==> src/rtl/tl_acquire_arbiter_2to1_if.sv <==
// rtl/tl_acquire_arbiter_2to1_if.sv - client, manager and status signals of the 2:1 acquire arbiter
interface tl_acquire_arbiter_2to1_if;
    // client 0 acquire / grant
    logic        io_c0_acquire_ready;
    logic        io_c0_acquire_valid;
    logic [25:0] io_c0_acquire_bits_addr_block;
    logic [0:0]  io_c0_acquire_bits_client_xact_id;
    logic [2:0]  io_c0_acquire_bits_addr_beat;
    logic        io_c0_acquire_bits_is_builtin_type;
    logic [2:0]  io_c0_acquire_bits_a_type;
    logic [11:0] io_c0_acquire_bits_union;
    logic [63:0] io_c0_acquire_bits_data;
    logic        io_c0_grant_ready;
    logic        io_c0_grant_valid;
    logic [2:0]  io_c0_grant_bits_addr_beat;
    logic [0:0]  io_c0_grant_bits_client_xact_id;
    logic [1:0]  io_c0_grant_bits_manager_xact_id;
    logic        io_c0_grant_bits_is_builtin_type;
    logic [3:0]  io_c0_grant_bits_g_type;
    logic [63:0] io_c0_grant_bits_data;
    // client 1 acquire / grant
    logic        io_c1_acquire_ready;
    logic        io_c1_acquire_valid;
    logic [25:0] io_c1_acquire_bits_addr_block;
    logic [0:0]  io_c1_acquire_bits_client_xact_id;
    logic [2:0]  io_c1_acquire_bits_addr_beat;
    logic        io_c1_acquire_bits_is_builtin_type;
    logic [2:0]  io_c1_acquire_bits_a_type;
    logic [11:0] io_c1_acquire_bits_union;
    logic [63:0] io_c1_acquire_bits_data;
    logic        io_c1_grant_ready;
    logic        io_c1_grant_valid;
    logic [2:0]  io_c1_grant_bits_addr_beat;
    logic [0:0]  io_c1_grant_bits_client_xact_id;
    logic [1:0]  io_c1_grant_bits_manager_xact_id;
    logic        io_c1_grant_bits_is_builtin_type;
    logic [3:0]  io_c1_grant_bits_g_type;
    logic [63:0] io_c1_grant_bits_data;
    // shared manager port
    logic        io_out_acquire_ready;
    logic        io_out_acquire_valid;
    logic [25:0] io_out_acquire_bits_addr_block;
    logic [0:0]  io_out_acquire_bits_client_xact_id;
    logic [2:0]  io_out_acquire_bits_addr_beat;
    logic        io_out_acquire_bits_is_builtin_type;
    logic [2:0]  io_out_acquire_bits_a_type;
    logic [11:0] io_out_acquire_bits_union;
    logic [63:0] io_out_acquire_bits_data;
    logic        io_out_acquire_bits_client_id;
    logic        io_out_grant_ready;
    logic        io_out_grant_valid;
    logic [2:0]  io_out_grant_bits_addr_beat;
    logic [0:0]  io_out_grant_bits_client_xact_id;
    logic [1:0]  io_out_grant_bits_manager_xact_id;
    logic        io_out_grant_bits_is_builtin_type;
    logic [3:0]  io_out_grant_bits_g_type;
    logic [63:0] io_out_grant_bits_data;
    logic        io_out_grant_bits_client_id;
    logic        io_busy;

    // arbiter view
    modport master (
        output io_c0_acquire_ready,
        input  io_c0_acquire_valid, io_c0_acquire_bits_addr_block, io_c0_acquire_bits_client_xact_id,
               io_c0_acquire_bits_addr_beat, io_c0_acquire_bits_is_builtin_type, io_c0_acquire_bits_a_type,
               io_c0_acquire_bits_union, io_c0_acquire_bits_data, io_c0_grant_ready,
        output io_c0_grant_valid, io_c0_grant_bits_addr_beat, io_c0_grant_bits_client_xact_id,
               io_c0_grant_bits_manager_xact_id, io_c0_grant_bits_is_builtin_type, io_c0_grant_bits_g_type,
               io_c0_grant_bits_data,
        output io_c1_acquire_ready,
        input  io_c1_acquire_valid, io_c1_acquire_bits_addr_block, io_c1_acquire_bits_client_xact_id,
               io_c1_acquire_bits_addr_beat, io_c1_acquire_bits_is_builtin_type, io_c1_acquire_bits_a_type,
               io_c1_acquire_bits_union, io_c1_acquire_bits_data, io_c1_grant_ready,
        output io_c1_grant_valid, io_c1_grant_bits_addr_beat, io_c1_grant_bits_client_xact_id,
               io_c1_grant_bits_manager_xact_id, io_c1_grant_bits_is_builtin_type, io_c1_grant_bits_g_type,
               io_c1_grant_bits_data,
        input  io_out_acquire_ready,
        output io_out_acquire_valid, io_out_acquire_bits_addr_block, io_out_acquire_bits_client_xact_id,
               io_out_acquire_bits_addr_beat, io_out_acquire_bits_is_builtin_type, io_out_acquire_bits_a_type,
               io_out_acquire_bits_union, io_out_acquire_bits_data, io_out_acquire_bits_client_id,
               io_out_grant_ready,
        input  io_out_grant_valid, io_out_grant_bits_addr_beat, io_out_grant_bits_client_xact_id,
               io_out_grant_bits_manager_xact_id, io_out_grant_bits_is_builtin_type, io_out_grant_bits_g_type,
               io_out_grant_bits_data, io_out_grant_bits_client_id,
        output io_busy
    );

    // environment view (clients and manager)
    modport slave (
        input  io_c0_acquire_ready,
        output io_c0_acquire_valid, io_c0_acquire_bits_addr_block, io_c0_acquire_bits_client_xact_id,
               io_c0_acquire_bits_addr_beat, io_c0_acquire_bits_is_builtin_type, io_c0_acquire_bits_a_type,
               io_c0_acquire_bits_union, io_c0_acquire_bits_data, io_c0_grant_ready,
        input  io_c0_grant_valid, io_c0_grant_bits_addr_beat, io_c0_grant_bits_client_xact_id,
               io_c0_grant_bits_manager_xact_id, io_c0_grant_bits_is_builtin_type, io_c0_grant_bits_g_type,
               io_c0_grant_bits_data,
        input  io_c1_acquire_ready,
        output io_c1_acquire_valid, io_c1_acquire_bits_addr_block, io_c1_acquire_bits_client_xact_id,
               io_c1_acquire_bits_addr_beat, io_c1_acquire_bits_is_builtin_type, io_c1_acquire_bits_a_type,
               io_c1_acquire_bits_union, io_c1_acquire_bits_data, io_c1_grant_ready,
        input  io_c1_grant_valid, io_c1_grant_bits_addr_beat, io_c1_grant_bits_client_xact_id,
               io_c1_grant_bits_manager_xact_id, io_c1_grant_bits_is_builtin_type, io_c1_grant_bits_g_type,
               io_c1_grant_bits_data,
        output io_out_acquire_ready,
        input  io_out_acquire_valid, io_out_acquire_bits_addr_block, io_out_acquire_bits_client_xact_id,
               io_out_acquire_bits_addr_beat, io_out_acquire_bits_is_builtin_type, io_out_acquire_bits_a_type,
               io_out_acquire_bits_union, io_out_acquire_bits_data, io_out_acquire_bits_client_id,
               io_out_grant_ready,
        output io_out_grant_valid, io_out_grant_bits_addr_beat, io_out_grant_bits_client_xact_id,
               io_out_grant_bits_manager_xact_id, io_out_grant_bits_is_builtin_type, io_out_grant_bits_g_type,
               io_out_grant_bits_data, io_out_grant_bits_client_id,
        input  io_busy
    );
endinterface

==> src/rtl/tl_acquire_arbiter_2to1.sv <==
// rtl/tl_acquire_arbiter_2to1.sv - round-robin 2:1 TileLink acquire arbiter with PutBlock locking and grant routing
module tl_acquire_arbiter_2to1 #(
    parameter int BEATS   = 8,
    parameter int MAX_OUT = 2
) (
    input  logic                      clk,
    input  logic                      reset,
    tl_acquire_arbiter_2to1_if.master bus
);
    typedef enum logic [1:0] {
        IDLE  = 2'd0,
        LOCK0 = 2'd1,
        LOCK1 = 2'd2
    } state_e;

    localparam logic [2:0] LAST_BEAT = 3'(BEATS - 1);
    localparam logic [1:0] CNT_MAX   = 2'(MAX_OUT);

    state_e     state_q, state_d;
    logic       rr_ptr_q, rr_ptr_d;
    logic [2:0] beat_cnt_q, beat_cnt_d;
    logic [1:0] out_cnt0_q, out_cnt0_d;
    logic [1:0] out_cnt1_q, out_cnt1_d;

    logic elig0, elig1, sel, any_sel, acc, is_put, inc0, inc1;
    logic g_sel, g_multi, g_done, dec0, dec1;

    // pick the client that owns the manager port this cycle (lock overrides round robin)
    always_comb begin
        elig0   = bus.io_c0_acquire_valid && ((out_cnt0_q < CNT_MAX) || (state_q == LOCK0));
        elig1   = bus.io_c1_acquire_valid && ((out_cnt1_q < CNT_MAX) || (state_q == LOCK1));
        sel     = 1'b0;
        any_sel = 1'b0;
        case (state_q)
            LOCK0: begin
                sel     = 1'b0;
                any_sel = bus.io_c0_acquire_valid;
            end
            LOCK1: begin
                sel     = 1'b1;
                any_sel = bus.io_c1_acquire_valid;
            end
            default: begin
                any_sel = elig0 || elig1;
                sel     = (elig0 && elig1) ? rr_ptr_q : elig1;
            end
        endcase
    end

    assign bus.io_out_acquire_valid               = reset && any_sel;
    assign bus.io_out_acquire_bits_client_id      = sel;
    assign bus.io_out_acquire_bits_addr_block     = sel ? bus.io_c1_acquire_bits_addr_block     : bus.io_c0_acquire_bits_addr_block;
    assign bus.io_out_acquire_bits_client_xact_id = sel ? bus.io_c1_acquire_bits_client_xact_id : bus.io_c0_acquire_bits_client_xact_id;
    assign bus.io_out_acquire_bits_addr_beat      = sel ? bus.io_c1_acquire_bits_addr_beat      : bus.io_c0_acquire_bits_addr_beat;
    assign bus.io_out_acquire_bits_is_builtin_type = sel ? bus.io_c1_acquire_bits_is_builtin_type : bus.io_c0_acquire_bits_is_builtin_type;
    assign bus.io_out_acquire_bits_a_type         = sel ? bus.io_c1_acquire_bits_a_type         : bus.io_c0_acquire_bits_a_type;
    assign bus.io_out_acquire_bits_union          = sel ? bus.io_c1_acquire_bits_union          : bus.io_c0_acquire_bits_union;
    assign bus.io_out_acquire_bits_data           = sel ? bus.io_c1_acquire_bits_data           : bus.io_c0_acquire_bits_data;

    // a client that is ineligible is never selected, so ready is qualified by any_sel
    assign bus.io_c0_acquire_ready = reset && any_sel && !sel && bus.io_out_acquire_ready;
    assign bus.io_c1_acquire_ready = reset && any_sel &&  sel && bus.io_out_acquire_ready;

    assign acc    = bus.io_out_acquire_valid && bus.io_out_acquire_ready;
    assign is_put = bus.io_out_acquire_bits_is_builtin_type && (bus.io_out_acquire_bits_a_type == 3'h3);

    // grant demux: bits fan out to both clients, valid/ready follow client_id
    assign g_sel                             = bus.io_out_grant_bits_client_id;
    assign bus.io_c0_grant_valid             = reset && bus.io_out_grant_valid && !g_sel;
    assign bus.io_c1_grant_valid             = reset && bus.io_out_grant_valid &&  g_sel;
    assign bus.io_out_grant_ready            = reset && (g_sel ? bus.io_c1_grant_ready : bus.io_c0_grant_ready);
    assign bus.io_c0_grant_bits_addr_beat       = bus.io_out_grant_bits_addr_beat;
    assign bus.io_c0_grant_bits_client_xact_id  = bus.io_out_grant_bits_client_xact_id;
    assign bus.io_c0_grant_bits_manager_xact_id = bus.io_out_grant_bits_manager_xact_id;
    assign bus.io_c0_grant_bits_is_builtin_type = bus.io_out_grant_bits_is_builtin_type;
    assign bus.io_c0_grant_bits_g_type          = bus.io_out_grant_bits_g_type;
    assign bus.io_c0_grant_bits_data            = bus.io_out_grant_bits_data;
    assign bus.io_c1_grant_bits_addr_beat       = bus.io_out_grant_bits_addr_beat;
    assign bus.io_c1_grant_bits_client_xact_id  = bus.io_out_grant_bits_client_xact_id;
    assign bus.io_c1_grant_bits_manager_xact_id = bus.io_out_grant_bits_manager_xact_id;
    assign bus.io_c1_grant_bits_is_builtin_type = bus.io_out_grant_bits_is_builtin_type;
    assign bus.io_c1_grant_bits_g_type          = bus.io_out_grant_bits_g_type;
    assign bus.io_c1_grant_bits_data            = bus.io_out_grant_bits_data;

    // only GetDataBlock grants span a block; everything else completes on its single beat
    assign g_multi = bus.io_out_grant_bits_is_builtin_type && (bus.io_out_grant_bits_g_type == 4'h5);
    assign g_done  = bus.io_out_grant_valid && bus.io_out_grant_ready &&
                     (!g_multi || (bus.io_out_grant_bits_addr_beat == LAST_BEAT));
    assign dec0    = g_done && !g_sel && (out_cnt0_q != 2'd0);
    assign dec1    = g_done &&  g_sel && (out_cnt1_q != 2'd0);

    // lock FSM, round-robin pointer and first-beat accounting
    always_comb begin
        state_d    = state_q;
        rr_ptr_d   = rr_ptr_q;
        beat_cnt_d = beat_cnt_q;
        inc0       = 1'b0;
        inc1       = 1'b0;
        case (state_q)
            IDLE: begin
                if (acc) begin
                    rr_ptr_d = ~sel;
                    inc0     = !sel;
                    inc1     = sel;
                    if (is_put) begin
                        state_d    = sel ? LOCK1 : LOCK0;
                        beat_cnt_d = 3'd1;
                    end
                end
            end
            LOCK0, LOCK1: begin
                if (acc) begin
                    if (beat_cnt_q == LAST_BEAT) begin
                        state_d    = IDLE;
                        beat_cnt_d = 3'd0;
                    end else begin
                        beat_cnt_d = beat_cnt_q + 3'd1;
                    end
                end
            end
            default: state_d = IDLE;
        endcase
        out_cnt0_d = out_cnt0_q + {1'b0, inc0} - {1'b0, dec0};
        out_cnt1_d = out_cnt1_q + {1'b0, inc1} - {1'b0, dec1};
    end

    // state registers; reset abandons any burst in flight
    always_ff @(posedge clk) begin
        if (!reset) begin
            state_q    <= IDLE;
            rr_ptr_q   <= 1'b0;
            beat_cnt_q <= 3'd0;
            out_cnt0_q <= 2'd0;
            out_cnt1_q <= 2'd0;
        end else begin
            state_q    <= state_d;
            rr_ptr_q   <= rr_ptr_d;
            beat_cnt_q <= beat_cnt_d;
            out_cnt0_q <= out_cnt0_d;
            out_cnt1_q <= out_cnt1_d;
        end
    end

    assign bus.io_busy = (state_q != IDLE) || (out_cnt0_q != 2'd0) || (out_cnt1_q != 2'd0);
endmodule
==> src/flat_wrapper.sv <==
// flat-port wrapper written by rule: the top's interface ports become plain ports
module tl_acquire_arbiter_2to1_flat 
#(
    parameter int BEATS   = 8,
    parameter int MAX_OUT = 2
)
  (clk, reset, bus_io_c0_acquire_ready, bus_io_c0_acquire_valid, bus_io_c0_acquire_bits_addr_block, bus_io_c0_acquire_bits_client_xact_id, bus_io_c0_acquire_bits_addr_beat, bus_io_c0_acquire_bits_is_builtin_type, bus_io_c0_acquire_bits_a_type, bus_io_c0_acquire_bits_union, bus_io_c0_acquire_bits_data, bus_io_c0_grant_ready, bus_io_c0_grant_valid, bus_io_c0_grant_bits_addr_beat, bus_io_c0_grant_bits_client_xact_id, bus_io_c0_grant_bits_manager_xact_id, bus_io_c0_grant_bits_is_builtin_type, bus_io_c0_grant_bits_g_type, bus_io_c0_grant_bits_data, bus_io_c1_acquire_ready, bus_io_c1_acquire_valid, bus_io_c1_acquire_bits_addr_block, bus_io_c1_acquire_bits_client_xact_id, bus_io_c1_acquire_bits_addr_beat, bus_io_c1_acquire_bits_is_builtin_type, bus_io_c1_acquire_bits_a_type, bus_io_c1_acquire_bits_union, bus_io_c1_acquire_bits_data, bus_io_c1_grant_ready, bus_io_c1_grant_valid, bus_io_c1_grant_bits_addr_beat, bus_io_c1_grant_bits_client_xact_id, bus_io_c1_grant_bits_manager_xact_id, bus_io_c1_grant_bits_is_builtin_type, bus_io_c1_grant_bits_g_type, bus_io_c1_grant_bits_data, bus_io_out_acquire_ready, bus_io_out_acquire_valid, bus_io_out_acquire_bits_addr_block, bus_io_out_acquire_bits_client_xact_id, bus_io_out_acquire_bits_addr_beat, bus_io_out_acquire_bits_is_builtin_type, bus_io_out_acquire_bits_a_type, bus_io_out_acquire_bits_union, bus_io_out_acquire_bits_data, bus_io_out_acquire_bits_client_id, bus_io_out_grant_ready, bus_io_out_grant_valid, bus_io_out_grant_bits_addr_beat, bus_io_out_grant_bits_client_xact_id, bus_io_out_grant_bits_manager_xact_id, bus_io_out_grant_bits_is_builtin_type, bus_io_out_grant_bits_g_type, bus_io_out_grant_bits_data, bus_io_out_grant_bits_client_id, bus_io_busy);
  tl_acquire_arbiter_2to1_if bus_i ();
  input  logic clk;
  input  logic reset;
  output wire logic [$bits(bus_i.io_c0_acquire_ready)-1:0] bus_io_c0_acquire_ready;
  input wire logic [$bits(bus_i.io_c0_acquire_valid)-1:0] bus_io_c0_acquire_valid;
  input wire logic [$bits(bus_i.io_c0_acquire_bits_addr_block)-1:0] bus_io_c0_acquire_bits_addr_block;
  input wire logic [$bits(bus_i.io_c0_acquire_bits_client_xact_id)-1:0] bus_io_c0_acquire_bits_client_xact_id;
  input wire logic [$bits(bus_i.io_c0_acquire_bits_addr_beat)-1:0] bus_io_c0_acquire_bits_addr_beat;
  input wire logic [$bits(bus_i.io_c0_acquire_bits_is_builtin_type)-1:0] bus_io_c0_acquire_bits_is_builtin_type;
  input wire logic [$bits(bus_i.io_c0_acquire_bits_a_type)-1:0] bus_io_c0_acquire_bits_a_type;
  input wire logic [$bits(bus_i.io_c0_acquire_bits_union)-1:0] bus_io_c0_acquire_bits_union;
  input wire logic [$bits(bus_i.io_c0_acquire_bits_data)-1:0] bus_io_c0_acquire_bits_data;
  input wire logic [$bits(bus_i.io_c0_grant_ready)-1:0] bus_io_c0_grant_ready;
  output wire logic [$bits(bus_i.io_c0_grant_valid)-1:0] bus_io_c0_grant_valid;
  output wire logic [$bits(bus_i.io_c0_grant_bits_addr_beat)-1:0] bus_io_c0_grant_bits_addr_beat;
  output wire logic [$bits(bus_i.io_c0_grant_bits_client_xact_id)-1:0] bus_io_c0_grant_bits_client_xact_id;
  output wire logic [$bits(bus_i.io_c0_grant_bits_manager_xact_id)-1:0] bus_io_c0_grant_bits_manager_xact_id;
  output wire logic [$bits(bus_i.io_c0_grant_bits_is_builtin_type)-1:0] bus_io_c0_grant_bits_is_builtin_type;
  output wire logic [$bits(bus_i.io_c0_grant_bits_g_type)-1:0] bus_io_c0_grant_bits_g_type;
  output wire logic [$bits(bus_i.io_c0_grant_bits_data)-1:0] bus_io_c0_grant_bits_data;
  output wire logic [$bits(bus_i.io_c1_acquire_ready)-1:0] bus_io_c1_acquire_ready;
  input wire logic [$bits(bus_i.io_c1_acquire_valid)-1:0] bus_io_c1_acquire_valid;
  input wire logic [$bits(bus_i.io_c1_acquire_bits_addr_block)-1:0] bus_io_c1_acquire_bits_addr_block;
  input wire logic [$bits(bus_i.io_c1_acquire_bits_client_xact_id)-1:0] bus_io_c1_acquire_bits_client_xact_id;
  input wire logic [$bits(bus_i.io_c1_acquire_bits_addr_beat)-1:0] bus_io_c1_acquire_bits_addr_beat;
  input wire logic [$bits(bus_i.io_c1_acquire_bits_is_builtin_type)-1:0] bus_io_c1_acquire_bits_is_builtin_type;
  input wire logic [$bits(bus_i.io_c1_acquire_bits_a_type)-1:0] bus_io_c1_acquire_bits_a_type;
  input wire logic [$bits(bus_i.io_c1_acquire_bits_union)-1:0] bus_io_c1_acquire_bits_union;
  input wire logic [$bits(bus_i.io_c1_acquire_bits_data)-1:0] bus_io_c1_acquire_bits_data;
  input wire logic [$bits(bus_i.io_c1_grant_ready)-1:0] bus_io_c1_grant_ready;
  output wire logic [$bits(bus_i.io_c1_grant_valid)-1:0] bus_io_c1_grant_valid;
  output wire logic [$bits(bus_i.io_c1_grant_bits_addr_beat)-1:0] bus_io_c1_grant_bits_addr_beat;
  output wire logic [$bits(bus_i.io_c1_grant_bits_client_xact_id)-1:0] bus_io_c1_grant_bits_client_xact_id;
  output wire logic [$bits(bus_i.io_c1_grant_bits_manager_xact_id)-1:0] bus_io_c1_grant_bits_manager_xact_id;
  output wire logic [$bits(bus_i.io_c1_grant_bits_is_builtin_type)-1:0] bus_io_c1_grant_bits_is_builtin_type;
  output wire logic [$bits(bus_i.io_c1_grant_bits_g_type)-1:0] bus_io_c1_grant_bits_g_type;
  output wire logic [$bits(bus_i.io_c1_grant_bits_data)-1:0] bus_io_c1_grant_bits_data;
  input wire logic [$bits(bus_i.io_out_acquire_ready)-1:0] bus_io_out_acquire_ready;
  output wire logic [$bits(bus_i.io_out_acquire_valid)-1:0] bus_io_out_acquire_valid;
  output wire logic [$bits(bus_i.io_out_acquire_bits_addr_block)-1:0] bus_io_out_acquire_bits_addr_block;
  output wire logic [$bits(bus_i.io_out_acquire_bits_client_xact_id)-1:0] bus_io_out_acquire_bits_client_xact_id;
  output wire logic [$bits(bus_i.io_out_acquire_bits_addr_beat)-1:0] bus_io_out_acquire_bits_addr_beat;
  output wire logic [$bits(bus_i.io_out_acquire_bits_is_builtin_type)-1:0] bus_io_out_acquire_bits_is_builtin_type;
  output wire logic [$bits(bus_i.io_out_acquire_bits_a_type)-1:0] bus_io_out_acquire_bits_a_type;
  output wire logic [$bits(bus_i.io_out_acquire_bits_union)-1:0] bus_io_out_acquire_bits_union;
  output wire logic [$bits(bus_i.io_out_acquire_bits_data)-1:0] bus_io_out_acquire_bits_data;
  output wire logic [$bits(bus_i.io_out_acquire_bits_client_id)-1:0] bus_io_out_acquire_bits_client_id;
  output wire logic [$bits(bus_i.io_out_grant_ready)-1:0] bus_io_out_grant_ready;
  input wire logic [$bits(bus_i.io_out_grant_valid)-1:0] bus_io_out_grant_valid;
  input wire logic [$bits(bus_i.io_out_grant_bits_addr_beat)-1:0] bus_io_out_grant_bits_addr_beat;
  input wire logic [$bits(bus_i.io_out_grant_bits_client_xact_id)-1:0] bus_io_out_grant_bits_client_xact_id;
  input wire logic [$bits(bus_i.io_out_grant_bits_manager_xact_id)-1:0] bus_io_out_grant_bits_manager_xact_id;
  input wire logic [$bits(bus_i.io_out_grant_bits_is_builtin_type)-1:0] bus_io_out_grant_bits_is_builtin_type;
  input wire logic [$bits(bus_i.io_out_grant_bits_g_type)-1:0] bus_io_out_grant_bits_g_type;
  input wire logic [$bits(bus_i.io_out_grant_bits_data)-1:0] bus_io_out_grant_bits_data;
  input wire logic [$bits(bus_i.io_out_grant_bits_client_id)-1:0] bus_io_out_grant_bits_client_id;
  output wire logic [$bits(bus_i.io_busy)-1:0] bus_io_busy;
  assign bus_io_c0_acquire_ready = bus_i.io_c0_acquire_ready;
  assign bus_i.io_c0_acquire_valid = bus_io_c0_acquire_valid;
  assign bus_i.io_c0_acquire_bits_addr_block = bus_io_c0_acquire_bits_addr_block;
  assign bus_i.io_c0_acquire_bits_client_xact_id = bus_io_c0_acquire_bits_client_xact_id;
  assign bus_i.io_c0_acquire_bits_addr_beat = bus_io_c0_acquire_bits_addr_beat;
  assign bus_i.io_c0_acquire_bits_is_builtin_type = bus_io_c0_acquire_bits_is_builtin_type;
  assign bus_i.io_c0_acquire_bits_a_type = bus_io_c0_acquire_bits_a_type;
  assign bus_i.io_c0_acquire_bits_union = bus_io_c0_acquire_bits_union;
  assign bus_i.io_c0_acquire_bits_data = bus_io_c0_acquire_bits_data;
  assign bus_i.io_c0_grant_ready = bus_io_c0_grant_ready;
  assign bus_io_c0_grant_valid = bus_i.io_c0_grant_valid;
  assign bus_io_c0_grant_bits_addr_beat = bus_i.io_c0_grant_bits_addr_beat;
  assign bus_io_c0_grant_bits_client_xact_id = bus_i.io_c0_grant_bits_client_xact_id;
  assign bus_io_c0_grant_bits_manager_xact_id = bus_i.io_c0_grant_bits_manager_xact_id;
  assign bus_io_c0_grant_bits_is_builtin_type = bus_i.io_c0_grant_bits_is_builtin_type;
  assign bus_io_c0_grant_bits_g_type = bus_i.io_c0_grant_bits_g_type;
  assign bus_io_c0_grant_bits_data = bus_i.io_c0_grant_bits_data;
  assign bus_io_c1_acquire_ready = bus_i.io_c1_acquire_ready;
  assign bus_i.io_c1_acquire_valid = bus_io_c1_acquire_valid;
  assign bus_i.io_c1_acquire_bits_addr_block = bus_io_c1_acquire_bits_addr_block;
  assign bus_i.io_c1_acquire_bits_client_xact_id = bus_io_c1_acquire_bits_client_xact_id;
  assign bus_i.io_c1_acquire_bits_addr_beat = bus_io_c1_acquire_bits_addr_beat;
  assign bus_i.io_c1_acquire_bits_is_builtin_type = bus_io_c1_acquire_bits_is_builtin_type;
  assign bus_i.io_c1_acquire_bits_a_type = bus_io_c1_acquire_bits_a_type;
  assign bus_i.io_c1_acquire_bits_union = bus_io_c1_acquire_bits_union;
  assign bus_i.io_c1_acquire_bits_data = bus_io_c1_acquire_bits_data;
  assign bus_i.io_c1_grant_ready = bus_io_c1_grant_ready;
  assign bus_io_c1_grant_valid = bus_i.io_c1_grant_valid;
  assign bus_io_c1_grant_bits_addr_beat = bus_i.io_c1_grant_bits_addr_beat;
  assign bus_io_c1_grant_bits_client_xact_id = bus_i.io_c1_grant_bits_client_xact_id;
  assign bus_io_c1_grant_bits_manager_xact_id = bus_i.io_c1_grant_bits_manager_xact_id;
  assign bus_io_c1_grant_bits_is_builtin_type = bus_i.io_c1_grant_bits_is_builtin_type;
  assign bus_io_c1_grant_bits_g_type = bus_i.io_c1_grant_bits_g_type;
  assign bus_io_c1_grant_bits_data = bus_i.io_c1_grant_bits_data;
  assign bus_i.io_out_acquire_ready = bus_io_out_acquire_ready;
  assign bus_io_out_acquire_valid = bus_i.io_out_acquire_valid;
  assign bus_io_out_acquire_bits_addr_block = bus_i.io_out_acquire_bits_addr_block;
  assign bus_io_out_acquire_bits_client_xact_id = bus_i.io_out_acquire_bits_client_xact_id;
  assign bus_io_out_acquire_bits_addr_beat = bus_i.io_out_acquire_bits_addr_beat;
  assign bus_io_out_acquire_bits_is_builtin_type = bus_i.io_out_acquire_bits_is_builtin_type;
  assign bus_io_out_acquire_bits_a_type = bus_i.io_out_acquire_bits_a_type;
  assign bus_io_out_acquire_bits_union = bus_i.io_out_acquire_bits_union;
  assign bus_io_out_acquire_bits_data = bus_i.io_out_acquire_bits_data;
  assign bus_io_out_acquire_bits_client_id = bus_i.io_out_acquire_bits_client_id;
  assign bus_io_out_grant_ready = bus_i.io_out_grant_ready;
  assign bus_i.io_out_grant_valid = bus_io_out_grant_valid;
  assign bus_i.io_out_grant_bits_addr_beat = bus_io_out_grant_bits_addr_beat;
  assign bus_i.io_out_grant_bits_client_xact_id = bus_io_out_grant_bits_client_xact_id;
  assign bus_i.io_out_grant_bits_manager_xact_id = bus_io_out_grant_bits_manager_xact_id;
  assign bus_i.io_out_grant_bits_is_builtin_type = bus_io_out_grant_bits_is_builtin_type;
  assign bus_i.io_out_grant_bits_g_type = bus_io_out_grant_bits_g_type;
  assign bus_i.io_out_grant_bits_data = bus_io_out_grant_bits_data;
  assign bus_i.io_out_grant_bits_client_id = bus_io_out_grant_bits_client_id;
  assign bus_io_busy = bus_i.io_busy;
  tl_acquire_arbiter_2to1 #(.BEATS(BEATS), .MAX_OUT(MAX_OUT)) u_core (.clk(clk), .reset(reset), .bus(bus_i));
endmodule
==> config.mk <==
export PLATFORM = sky130hd
export DESIGN_NAME = tl_acquire_arbiter_2to1_flat
export DESIGN_NICKNAME = d
export VERILOG_FILES = /design/src/rtl/tl_acquire_arbiter_2to1_if.sv /design/src/rtl/tl_acquire_arbiter_2to1.sv /design/src/flat_wrapper.sv
export SDC_FILE = /design/constraint.sdc
export NUM_CORES = 1
export LEC_CHECK = 0
export BUFFER_PORTS_ARGS = -buffer_cell sky130_fd_sc_hd__buf_2
export CAP_MARGIN = 10
export CORE_AREA = 3 3 222 224
export DETAILED_ROUTE_END_ITERATION = 10
export DIE_AREA = 0 0 225 227
export HOLD_SLACK_MARGIN = 0.02
export PLACE_DENSITY_LB_ADDON = 0.2
export SLEW_MARGIN = 20
export SYNTH_ARGS = -nofsm -noshare
export SYNTH_HDL_FRONTEND = slang
export SYNTH_SLANG_ARGS = --single-unit
==> constraint.sdc <==
create_clock -name clk -period 2.69 [get_ports clk]
set_input_delay 0.1345 -clock clk [delete_from_list [all_inputs] [get_ports clk]]
set_output_delay 0.1345 -clock clk [all_outputs]
set_load 0.05 [all_outputs]
After elaboration in Yosys (flattened, before gate mapping)
Index checks and enable logic that the tools add are counted.
Storage, ports and cells
  bits in registers: 10
  bits in latches: 0
  memory bits (writable): 0
  bits in read-only memories: 0
  bits of input ports: 304
  output and inout bits: 268
  logic and storage cells: 88
  memories: 0
Operators by class
  add/sub/neg operators: 5
  multipliers: 0
  div/mod/pow operators: 0
  magnitude comparators: 2
  equality and inequality tests: 10
  shift operators: 0
  multiplexer cells: 26
  bitwise operators: 1
  reduce and logical (&&, ||, !) cells: 39
Operators with widths (count)
  two-way mux 64 bit: 1
  two-way mux 26 bit: 1
  logical AND 1 bit: 21
  two-way mux 3 bit: 6
  two-way mux 12 bit: 1
  two-way mux 2 bit: 5
  two-way mux 1 bit: 8
  != test 2 x 1 -> 1 bit (second input constant): 4
  AND reduction 4 bit: 2
  nonzero test 2 bit: 4
  equality test 3 bit (second input constant): 2
  logical OR 1 bit: 6
  one-hot mux 3 bit (2 select lines): 1
  adder 2 x 1 -> 2 bit: 2
  equality test 4 x 3 -> 1 bit (second input constant): 1
  < comparator 2 bit (second input constant): 2
  one-hot mux 1 bit (2 select lines): 2
  one-hot mux 2 bit (2 select lines): 1
  subtractor 2 x 1 -> 2 bit: 2
  adder 3 x 1 -> 3 bit (second input constant): 1
  equality test 3 x 2 -> 1 bit (second input constant): 1
  logical NOT 1 bit: 3
  equality test 2 x 1 -> 1 bit (second input constant): 1
  equality test 2 bit (second input constant): 1
  other kinds (4): 4

Longest topological paths before layout
Gate-level depths: netlist of run 1.
  depth in word-level cells: 12
  depth in mapped cells: 11
  depth with buffers taken out: 11

Worst setup path after synthesis of run 1
OpenSTA, ideal clock, no wires.
  path kind: register -> register
  start: register u_core.state_q[0]
  end: register u_core.out_cnt0_q[1]
  setup time: 119 ps
  arrival time: 2564 ps
  data required time: 2571 ps
  path slack: 7 ps
  stages on the path, launching flop included: 12
  path buffers: 2
  period minus slack after synthesis: 2683 ps
  cell sequence: dfxtp_1 inv_1 ha_1 o21ba_1 a311oi_4 buf_2 buf_2 nor2_1 ha_1 xor2_1 xnor2_1 nor2_1
On the way
  word-level cells in the longest chain between the ends: 11
  elaborated cells between the ends (all ways): 19
  those cells by class: 2 x add/sub; 2 x eq/ne; 5 x mux; 10 x reduce/logical
RTL lines
  start: declaration: line tl_acquire_arbiter_2to1.sv:19  | state_e state_q, state_d;
  start signal: assignment: line tl_acquire_arbiter_2to1.sv:136  | state_q <= state_d;
  equality test 2 x 1 -> 1 bit / equality test 2 bit (equally long branches): line tl_acquire_arbiter_2to1.sv:30, tl_acquire_arbiter_2to1.sv:34, tl_acquire_arbiter_2to1.sv:31
  logical OR 1 bit, on equally long branches: line tl_acquire_arbiter_2to1.sv:30, tl_acquire_arbiter_2to1.sv:31
  logical AND 1 bit, on equally long branches: line tl_acquire_arbiter_2to1.sv:30, tl_acquire_arbiter_2to1.sv:31
  logical AND 1 bit: line tl_acquire_arbiter_2to1.sv:45  | sel = (elig0 && elig1) ? rr_ptr_q : elig1;
  two-way mux 1 bit: line tl_acquire_arbiter_2to1.sv:45
  one-hot mux 1 bit (2 select lines) *: line tl_acquire_arbiter_2to1.sv:34  | case (state_q)
  via bus_io_out_acquire_bits_client_id: line flat_wrapper.sv:54  | output wire logic [$bits(bus_i.io_out_acquire_bits_client_id)-1:0] bus_io_out_acquire_bits_client_id;
  logical NOT 1 bit *: line tl_acquire_arbiter_2to1.sv:103  | inc0 = !sel;
  two-way mux 1 bit *: line tl_acquire_arbiter_2to1.sv:101  | if (acc) begin
  two-way mux 1 bit *: line tl_acquire_arbiter_2to1.sv:99  | case (state_q)
  adder 2 x 1 -> 2 bit *: line tl_acquire_arbiter_2to1.sv:123  | out_cnt0_d = out_cnt0_q + {1'b0, inc0} - {1'b0, dec0};
  subtractor 2 x 1 -> 2 bit *: line tl_acquire_arbiter_2to1.sv:123
  end signal: assignment: line tl_acquire_arbiter_2to1.sv:139  | out_cnt0_q <= out_cnt0_d;
  end: declaration: line tl_acquire_arbiter_2to1.sv:22  | logic [1:0] out_cnt0_q, out_cnt0_d;
The timed path passes the listed nets; every way through them passes the cells marked *.
A chain may end at the register's enable or synchronous reset.

Final worst setup path of run 1
  start: register u_core.state_q[0]
  end: output port bus_io_out_acquire_bits_addr_block[9]
On the way
  word-level cells in the longest chain between the ends: 7
  elaborated cells between the ends (all ways): 10
  those cells by class: 2 x eq/ne; 3 x mux; 5 x reduce/logical
RTL lines
  equality test 2 x 1 -> 1 bit / equality test 2 bit (equally long branches): line tl_acquire_arbiter_2to1.sv:30, tl_acquire_arbiter_2to1.sv:34, tl_acquire_arbiter_2to1.sv:31
  logical OR 1 bit, on equally long branches: line tl_acquire_arbiter_2to1.sv:30, tl_acquire_arbiter_2to1.sv:31
  logical AND 1 bit, on equally long branches: line tl_acquire_arbiter_2to1.sv:30, tl_acquire_arbiter_2to1.sv:31
  logical AND 1 bit: line tl_acquire_arbiter_2to1.sv:45
  two-way mux 1 bit: line tl_acquire_arbiter_2to1.sv:45
  one-hot mux 1 bit (2 select lines) *: line tl_acquire_arbiter_2to1.sv:34
  two-way mux 26 bit *: line tl_acquire_arbiter_2to1.sv:52  | assign bus.io_out_acquire_bits_addr_block = sel ? bus.io_c1_acquire_bits_addr_block : bus.io_c0_acquire_bits_a ...
  end: declaration: line flat_wrapper.sv:47  | output wire logic [$bits(bus_i.io_out_acquire_bits_addr_block)-1:0] bus_io_out_acquire_bits_addr_block;
Every way passes the cells marked *; elsewhere a longest branch is shown, timed or not.

==> load_flow_metrics.sql, run 1 <==
INSERT INTO impl_metrics (metric_group, metric, value, unit) VALUES
('timing', 'timing.final.max_slew_violations', '0', ''),
('clocking', 'cts.reportedPaths.clkPinSlew', '0.04', 'ns'),
('floorplanning', 'core.rowCount', '80', ''),
('timing', 'final.period_utilization', '0.982', ''),
('routing', 'drt-total-wl', '17600', 'um'),
('setup_path', 'timing.critical_path.cells', 'inv_1 -> ha_4 -> buf_4 -> nor2_1 -> a311oi_4 -> buf_6 -> buf_12 -> mux2_2 -> buf_2', ''),
('clocking', 'cts_buffer_depth', '2', ''),
('floorplanning', 'core-area', '47500', 'um^2'),
('final_layout', 'finish.net_count', '910', ''),
('pwr', 'p_leak', '0.00240', 'uW'),
('pwr', 'cellPowerDensity', '371', 'nW/um^2'),
('final_layout', 'final-instance-count-excl-fill', '1212', ''),
('timing', 'maxClockFrequency', '379', 'MHz'),
('synth', 'synth-async-reset-ratio', '0', ''),
('floorplanning', 'floorplan.io_pins', '572', ''),
('final_layout', 'fillerInstances', '5512', ''),
('synth', 'ys_dominant_reg_cell', 'dfxtp_1', ''),
('placed_design', 'dp_wirelength', '15700', 'um'),
('synth', 'synth_most_common_cell', 'buf_4', ''),
('routing', 'routed_via_density', '2.84', ''),
('synth', 'syn-cell-area', '3210', 'um^2'),
('floorplanning', 'initial_core_util', '0.0676', ''),
('synth', 'synth_cell_type_count', '39', ''),
('grt', 'maximum_number_of_pins_on_one_net_before_global_route_repair', '42', ''),
('placed_design', 'global_placement_routability_congestion', '0.739', ''),
('placed_design', 'port-buffer-count', '370', ''),
('synth', 'synthesis.yosys.warnings', '0', ''),
('setup_path', 'timing.setup.critical_path_class', 'reg -> out', ''),
('final_layout', 'post_route_cells_drive_above_1_share', '0.852', ''),
('placed_design', 'dp_cells', '1203', ''),
('timing', 'finalSetupViolCount', '0', ''),
('routing', 'ant_nets', '0', ''),
('routing', 'route.detailed.drc', '0', ''),
('timing', 'clock_skew', '0.00149', 'ns'),
('routing', 'drtIter0Drc', '60', ''),
('timing', 'rsz_0062_raised_after_global_routing', 'yes', ''),
('flow_run', 'max_cap_violations', '0', ''),
('min_path', 'hp-start', 'reset', ''),
('outcome', 'status', 'completed', ''),
('setup_path', 'r2r_cells', '9', ''),
('timing', 'final.setup.tns', '0', 'ns'),
('setup_path', 'critical-path-top-delay-family', 'buffers and inverters', ''),
('setup_path', 'critPathArrivalTime', '2.51', 'ns'),
('timing', 'timing.max_slew.rel_slack', '0.604', ''),
('grt', 'grt_pass1_wl', '21100', 'um'),
('floorplanning', 'chipWidth', '225', 'um'),
('setup_path', 'rr_startpoint', 'u_core.state_q[0]', ''),
('synth', 'post_synth_main_area_contributors', 'mux2_2 (39%), buf_4 (35%), dfxtp_1 (6.2%), ha_1 (3.5%), buf_2 (1.9%)', ''),
('synth', 'post_synthesis_average_cell_area', '8.76', 'um^2'),
('final_layout', 'syn2layout_area_growth', '57.2', '%'),
('floorplanning', 'die-height', '227', 'um'),
('setup_path', 'cpMaxStageDelayCell', 'mux2_2', ''),
('synth', 'syn-num-nets', '680', ''),
('synth', 'synth_top_area_share', '0.389', ''),
('routing', 'wl_per_cell', '14.6', 'um'),
('clocking', 'cts_hold_buffers', '0', ''),
('synth', 'synthCells', '367', ''),
('clocking', 'clkLatencyLatePin', '0.23', 'ns'),
('pwr', 'total_power', '1880', 'uW'),
('final_layout', 'fin_area', '5050', 'um^2'),
('clocking', 'count_of_clock_tree_sinks', '10', ''),
('clocking', 'cts_tree', 'yes', ''),
('grt', 'grt_pass1_vias', '3451', ''),
('min_path', 'min-delay-path-class', 'in -> reg', ''),
('grt', 'antenna_found_initial', '5', ''),
('clocking', 'cts.root.buffer_cell', 'clkbuf_16', ''),
('clocking', 'tritoncts.num_buffers', '3', ''),
('timing', 'timing_worst_slew_pin_value', '0.587', 'ns'),
('setup_path', 'critical-path-max-stage-delay', '0.43', 'ns'),
('placed_design', 'pre_cts_slack', '0.158', 'ns'),
('setup_path', 'path_max_fanout', '41', '');
[placed cells by master, fill, tap and decap left out, drive strengths merged, types with 2 or more instances in the layout]
cell,n
nand2,3
xnor2,2
buf,386
nor2,14
and3,3
clkbuf,7
ha,9
mux2,111
a32o,2
nand2b,2
o21ai,2
nor3b,2
inv,9
diode,2
xor2,2
nand4b,3
nor3,3
o211ai,2
a311oi,2
dfxtp,10
a21oi,2
and2,3
[worst reg2reg max path, stage by stage (launching register included)]
cell      delay [ns]
dfxtp_1         0.33
inv_1           0.09
ha_4            0.28
buf_4           0.13
nor2_1          0.06
a311oi_4        0.26
buf_6           0.20
mux2_2          0.42
a211o_1         0.35
a32o_1          0.26
[registers in the layout, summed over array words and instances, names as in the netlist]
signal / count
u_core.state_q: 2
u_core.beat_cnt_q: 3
u_core.out_cnt1_q: 2
u_core.rr_ptr_q: 1
u_core.out_cnt0_q: 2
[layout make-up]
cell class                      count  area, um^2  share of cell area
Antenna cell                        2        5.00            0.000991
Clock buffer                        3        75.1              0.0149
Inverter                            9        33.8             0.00669
Multi-Input combinational cell    183        1800               0.355
Sequential cell                    10         201              0.0399
Tap cell                          615         769               0.152
Timing Repair Buffer              390        2170               0.430
[metal layers]
metal / vias up / routed length (um) / GRT usage
met2: 386 / 9010 / 0.113
met4: 4 / 1370 / 0.0437
met3: 50 / 2250 / 0.0222
met1: 1425 / 5000 / 0.0437
met5: - / 14 / 0
li1: 1572 / - / -
[cell families after synthesis]
kind of cell | Yosys count | share of synthesized area
buffers and inverters | 174 | 0.383
flip-flops | 10 | 0.0623
XOR/XNOR | 4 | 0.0109
adder cells (fa/ha/maj) | 9 | 0.0350
AND/OR/NAND/NOR | 38 | 0.0627
multiplexers | 112 | 0.392
AO/OA/AOI/OAI | 20 | 0.0541
[power breakdown]
part           internal [uW]  leakage [uW]  switching, uW
combinational            500       0.00228            959
sequential               154     0.0000815           3.12
clock                    193     0.0000370           67.4
total                    846       0.00240           1030
[timing repair]
item,in CTS,in global routing
pin swaps,1,0
cloned,0,3
endpoints found under the hold margin,0,0
buffers inserted,1,0
resized for setup,0,52
setup endpoints to repair,52,93
[through the flow]
step,hold WS [ns],util
6_report,0.175,0.106
5_1_grt,0.193,0.106
4_1_cts,0.174,0.103
3_5_place_dp,0.269,0.101
3_3_place_gp,0.269,0.101
2_1_floorplan,0.436,-
[how the worst max path moves through the flow]
stage | start | endpoint | slack, ns | depth (start not counted)
final | u_core.state_q[0] | bus_io_out_acquire_bits_addr_block[9] | 0.05 | 9
after floorplan | u_core.state_q[0] | u_core.out_cnt0_q[1] | 0.007 | 11
after detailed placement | u_core.state_q[0] | u_core.beat_cnt_q[2] | 0.16 | 7
after global placement | u_core.state_q[0] | u_core.beat_cnt_q[2] | 0.18 | 7
after global routing | u_core.state_q[0] | bus_io_out_acquire_bits_addr_block[9] | -0.04 | 9
after CTS | u_core.state_q[1] | bus_io_out_acquire_bits_addr_block[6] | 0.01 | 10
(Power assumes the default switching activity.)
==> run 2, diff against run 1 <==
- PLACE_DENSITY: not set -> 0.37
- PLACE_DENSITY_LB_ADDON: 0.2 -> not set
==> load_flow_metrics.sql, run 2 (synthesis results as in run 1) <==
INSERT INTO impl_metrics (metric_group, metric, value, unit) VALUES
('pwr', 'power.net_switching', '1030', 'uW'),
('final_layout', 'seq_area', '200', 'um^2'),
('clocking', 'cts.root.buffer_cell', 'clkbuf_16', ''),
('clocking', 'cts_buffer_depth', '2', ''),
('setup_path', 'worstPathRequired', '2.56', 'ns'),
('grt', 'grt_pass1_wl', '17200', 'um'),
('final_layout', 'utilization', '0.107', ''),
('pwr', 'cellPowerDensity', '376', 'nW/um^2'),
('timing', 'hold_violations', '0', ''),
('setup_path', 'cp-end-kind', 'output port', ''),
('pwr', 'total_power', '1920', 'uW'),
('final_layout', 'layout.cells.most_common_list', 'buf_2 (333), mux2_2 (111), buf_4 (48)', ''),
('final_layout', 'post_route_cells_drive_above_1_share', '0.852', ''),
('timing', 'finalSetupViolCount', '0', ''),
('outcome', 'status', 'completed', ''),
('timing', 'timing_worst_slew_pin_value', '0.537', 'ns'),
('placed_design', 'global_placement_routability_congestion', '0.723', ''),
('placed_design', 'dp_wirelength', '12300', 'um'),
('pwr', 'pwr-share-seq', '0.082', ''),
('floorplanning', 'core.rowCount', '80', ''),
('final_layout', 'largest_register_ffs', '3', ''),
('routing', 'drtIter0Drc', '65', ''),
('floorplanning', 'chipWidth', '225', 'um'),
('routing', 'via_count', '3400', ''),
('final_layout', 'multiInputGateArea', '1800', 'um^2'),
('timing', 'maxClockFrequency', '381', 'MHz'),
('floorplanning', 'design.die.area', '51100', 'um^2'),
('floorplanning', 'die-height', '227', 'um'),
('placed_design', 'port-buffer-count', '370', ''),
('final_layout', 'syn2layout_area_growth', '58.7', '%'),
('setup_path', 'critPathArrivalTime', '2.49', 'ns'),
('timing', 'clock_skew', '0.00240', 'ns'),
('setup_path', 'path_max_fanout', '10', ''),
('final_layout', 'top_register', 'u_core.beat_cnt_q', ''),
('final_layout', 'antenna_cells', '0', ''),
('timing', 'final.period_utilization', '0.975', ''),
('routing', 'wl_met1', '4400', 'um'),
('grt', 'grt_overflow', '0', ''),
('routing', 'drt-total-wl', '14600', 'um'),
('grt', 'maximum_number_of_pins_on_one_net_before_global_route_repair', '45', ''),
('routing', 'detailroute.wirelength.met3', '1660', 'um'),
('floorplanning', 'core-area', '47500', 'um^2'),
('clocking', 'cts.reportedPaths.clkPinSlew', '0.04', 'ns'),
('final_layout', 'final-instance-count-excl-fill', '1210', ''),
('grt', 'grt_pass1_vias', '3070', ''),
('pwr', 'p_leak', '0.00242', 'uW'),
('setup_path', 'timing.setup.critical_path_class', 'reg -> out', ''),
('pwr', 'worst_ir_drop_vdd', '0.000131', 'V'),
('placed_design', 'place_area', '4770', 'um^2'),
('pwr', 'share_comb_of_total_power', '0.762', ''),
('routing', 'wl_met2', '7800', 'um'),
('pwr', 'clockPowerShare', '0.157', ''),
('final_layout', 'fillerInstances', '5471', ''),
('routing', 'ant_nets', '0', ''),
('clocking', 'count_of_clock_tree_sinks', '10', ''),
('routing', 'detailedRoute.firstPassIterationCount', '4', ''),
('setup_path', 'setup.worst_path.start_class', 'register', ''),
('flow_run', 'max_cap_violations', '0', ''),
('pwr', 'power.switching_fraction', '0.536', ''),
('final_layout', 'most_common_library_cell_in_the_layout_ignoring_fill_and_taps', 'buf_2', ''),
('clocking', 'cts_hold_buffers', '0', ''),
('min_path', 'min-delay-path-class', 'in -> reg', ''),
('grt', 'antenna_found_initial', '1', ''),
('placed_design', 'dp_cells', '1199', ''),
('floorplanning', 'floorplan.io_pins', '572', ''),
('pwr', 'power_report.internal_total', '891', 'uW'),
('routing', 'routed_via_density', '2.81', ''),
('floorplanning', 'initial_core_util', '0.0676', ''),
('clocking', 'clkLatencyLatePin', '0.24', 'ns'),
('final_layout', 'finish.net_count', '909', ''),
('clocking', 'htree_num_levels', '1', ''),
('clocking', 'cts_tree', 'yes', ''),
('grt', 'grt_use_total', '0.0457', ''),
('clocking', 'tritoncts.num_buffers', '3', ''),
('timing', 'timing.max_slew.rel_slack', '0.640', ''),
('timing', 'timing.final.max_slew_violations', '0', ''),
('routing', 'topRoutingLayerUsed', 'met4', ''),
('routing', 'route.detailed.drc', '0', ''),
('routing', 'wl_per_cell', '12.0', 'um'),
('timing', 'post-route-min-period', '2.62', 'ns'),
('final_layout', 'fin_area', '5100', 'um^2'),
('timing', 'final.setup.tns', '0', 'ns');
run 2: changes by cell type in the layout (fill, tap and decap cells not counted), moves of 2 or more:
cell / change
diode_2: -2
buf_4: +16
buf_6: -2
buf_2: -14
run 2: power by group through the flow:
stage	Clock (uW)	Sequential [uW]	Combinational, uW
2_1_floorplan	0	158	1530
3_3_place_gp	0	159	1380
3_5_place_dp	0	159	1380
4_1_cts	306	156	1450
5_1_grt	315	157	1530
6_report	301	157	1460
run 2: final cells by class:
| type | instances | share of cell area |
|---|---|---|
| tap | 615 | 0.151 |
| timing repair buffer | 389 | 0.433 |
| clock buffer | 4 | 0.0174 |
| inverter | 9 | 0.00662 |
| sequential | 10 | 0.0392 |
| multi-input combinational | 183 | 0.353 |
run 2: critical path, stage by stage (launching register included):
cell and delay, ns:
dfxtp_1 0.32, inv_1 0.09, ha_4 0.26, o21ba_1 0.19, a311oi_4 0.27, buf_4 0.18
buf_12 0.15, buf_4 0.17, mux2_2 0.37, buf_2 0.22
run 2: final timing paths:
check,from,endpoint,slack [ns],cells after the start
worst min-delay path,reset,u_core.out_cnt0_q[1],0.25,3
worst max register to register,u_core.state_q[0],u_core.state_q[0],0.17,10
worst max-delay path,u_core.state_q[0],bus_io_out_acquire_bits_addr_block[4],0.07,9
worst min register to register,u_core.beat_cnt_q[0],u_core.beat_cnt_q[0],0.50,2
run 2: layer usage:
layer	vias to the layer above	track usage
li1	1576	-
met1	1455	0.0387
met2	313	0.0932
met3	56	0.0148
met4	0	0.0250
met5	-	0
run 2: timing repair:
item	4_1_cts	5_1_grt
pin swaps	1	1
gates resized for setup	41	2
gates cloned	1	2
setup buffers	2	2
setup endpoints to repair	72	87
run 2: stage by stage:
step           setup WS [ns]  hold WS [ns]
3_3_place_gp          0.0777         0.270
2_1_floorplan        0.00728         0.436
6_report              0.0682         0.254
3_5_place_dp           0.122         0.270
4_1_cts             -0.00355         0.263
5_1_grt              -0.0169         0.269
==> run 3, diff against run 2 <==
- SETUP_SLACK_MARGIN: not set -> 0.5
==> load_flow_metrics.sql, run 3 (synthesis results as in run 1) <==
INSERT INTO impl_metrics (metric_group, metric, value, unit) VALUES
('timing', 'timing.final.max_slew_violations', '0', ''),
('final_layout', 'most_common_library_cell_in_the_layout_ignoring_fill_and_taps', 'buf_2', ''),
('grt', 'maximum_number_of_pins_on_one_net_before_global_route_repair', '39', ''),
('routing', 'drt-total-wl', '24200', 'um'),
('placed_design', 'port-buffer-count', '370', ''),
('timing', 'timing.max_slew.rel_slack', '0.658', ''),
('timing', 'rsz_0062_raised_after_global_routing', 'yes', ''),
('routing', 'wl_per_cell', '19.8', 'um'),
('setup_path', 'worstPathRequired', '2.56', 'ns'),
('final_layout', 'top_register', 'u_core.beat_cnt_q', ''),
('grt', 'grt_pass1_vias', '3531', ''),
('clocking', 'tritoncts.num_buffers', '3', ''),
('pwr', 'total_power', '2430', 'uW'),
('clocking', 'clkLatencyLatePin', '0.23', 'ns'),
('final_layout', 'utilization', '0.135', ''),
('setup_path', 'timing.critical_path.depth', '9', ''),
('timing', 'hold_ws', '0.269', 'ns'),
('setup_path', 'path_max_fanout', '11', ''),
('clocking', 'cts_hold_buffers', '0', ''),
('setup_path', 'cpMaxStageDelayCell', 'mux2_2', ''),
('timing', 'post-route-min-period', '2.51', 'ns'),
('clocking', 'cts.reportedPaths.clkPinSlew', '0.04', 'ns'),
('setup_path', 'worst-r2r-setup-slack', '0.25', 'ns'),
('timing', 'maxClockFrequency', '398', 'MHz'),
('routing', 'route.detailed.drc', '0', ''),
('floorplanning', 'design.die.area', '51100', 'um^2'),
('floorplanning', 'chipWidth', '225', 'um'),
('timing', 'clock_skew', '0.00115', 'ns'),
('timing', 'final.period_utilization', '0.934', ''),
('clocking', 'htree_num_levels', '1', ''),
('setup_path', 'critical-path-max-stage-delay', '0.37', 'ns'),
('timing', 'hold_violations', '0', ''),
('final_layout', 'largest_register_ffs', '3', ''),
('floorplanning', 'initial_core_util', '0.0676', ''),
('routing', 'routed_via_density', '2.95', ''),
('setup_path', 'setup.worst_path.start_class', 'register', ''),
('timing', 'finalSetupViolCount', '0', ''),
('timing', 'timing_worst_slew_pin_value', '0.507', 'ns'),
('setup_path', 'timing.setup.critical_path_class', 'reg -> out', ''),
('min_path', 'min-delay-path-class', 'in -> out', ''),
('final_layout', 'finish.net_count', '923', ''),
('final_layout', 'post_route_cells_drive_above_1_share', '0.878', ''),
('timing', 'final.setup.tns', '0', 'ns'),
('final_layout', 'layout.cells.most_common_list', 'buf_2 (258), mux2_4 (69), buf_6 (52)', ''),
('placed_design', 'dp_wirelength', '19900', 'um'),
('outcome', 'status', 'completed', ''),
('flow_run', 'max_cap_violations', '0', ''),
('grt', 'antenna_found_initial', '9', ''),
('floorplanning', 'die-height', '227', 'um'),
('setup_path', 'worst_path_most_repeated_cell', 'buf_6', ''),
('routing', 'detailedRoute.firstPassIterationCount', '4', ''),
('setup_path', 'number_of_buffers_and_inverters_on_the_critical_path', '5', ''),
('timing', 'setup_slack', '0.178', 'ns'),
('pwr', 'p_leak', '0.00306', 'uW'),
('setup_path', 'timing.critical_path.cells', 'inv_2 -> ha_4 -> o21ba_4 -> a311oi_4 -> buf_12 -> buf_6 -> buf_16 -> mux2_2 -> buf_6', ''),
('clocking', 'count_of_clock_tree_sinks', '10', ''),
('pwr', 'worst_ir_drop_vdd', '0.000160', 'V'),
('floorplanning', 'floorplan.io_pins', '572', ''),
('grt', 'grt_use_total', '0.0770', ''),
('routing', 'ant_nets', '0', ''),
('clocking', 'cts.root.buffer_cell', 'clkbuf_16', ''),
('setup_path', 'critical-path-top-delay-family', 'buffers and inverters', ''),
('clocking', 'cts_tree', 'yes', ''),
('routing', 'drtIter0Drc', '113', ''),
('routing', 'via_count', '3613', ''),
('setup_path', 'r2r_cells', '9', ''),
('grt', 'grt_pass1_wl', '27500', 'um'),
('grt', 'grt_overflow', '0', ''),
('setup_path', 'cp-end-kind', 'output port', ''),
('placed_design', 'global_placement_routability_congestion', '0.842', ''),
('floorplanning', 'core.rowCount', '80', ''),
('floorplanning', 'core-area', '47500', 'um^2'),
('min_path', 'hold-path-cell-count', '0', ''),
('final_layout', 'syn2layout_area_growth', '99.8', '%'),
('pwr', 'cellPowerDensity', '378', 'nW/um^2'),
('placed_design', 'pre_cts_slack', '0.153', 'ns'),
('clocking', 'cts_buffer_depth', '2', ''),
('setup_path', 'critPathArrivalTime', '2.38', 'ns');
## run 3: cell types whose count changed in the layout (fill, tap and decap cells not counted), moves of 19 or more
| cell | change |
|---|---|
| buf_8 | +43 |
| buf_6 | +50 |
| buf_4 | -19 |
| buf_2 | -75 |
| mux2_2 | -69 |
| mux2_4 | +69 |
## run 3: final timing paths
path | from | end
setup / recovery | u_core.state_q[1] | bus_io_out_acquire_bits_data[61]
hold / removal | bus_io_out_grant_bits_data[11] | bus_io_c0_grant_bits_data[11]
setup reg to reg | u_core.state_q[1] | u_core.beat_cnt_q[2]
hold reg to reg | u_core.beat_cnt_q[2] | u_core.beat_cnt_q[2]
## run 3: routing by layer
metal  part of all wire  up-vias  track usage
li1                   -     1604            -
met1               0.34     1634       0.0764
met2               0.55      306        0.153
met3              0.081       59       0.0242
met4              0.034       10       0.0221
met5             0.0033        -            0
## run 3: power by group
part / leakage, uW / internal, uW / switching (uW) / total [uW]
combinational: 0.00294 / 863 / 1150 / 2010
clock: 0.0000370 / 192 / 66.2 / 259
sequential: 0.0000823 / 153 / 3.22 / 156
## run 3: timing repair
action	in CTS	in global routing
buffers inserted	1	13
cloned	1	12
hold endpoints to repair	0	0
endpoints found under the setup margin	122	123
resized for setup	23	424
pin swaps	0	6
## run 3: cell type report
cell class	instances	area, um^2
inverters	9	33.8
repair buffers	403	3230
well taps	615	769
flip-flops and latches	10	205
fillers	5394	41100
multi-input cells	183	2110
clock buffers	3	75.1
diodes	1	2.50
## run 3: per-stage QoR
stage	instances	cell area, um^2
after floorplan	367	3280
after global placement	1193	4750
after detailed placement	1193	4750
after global routing	1224	6420
final	1224	6420
after CTS	1198	4940
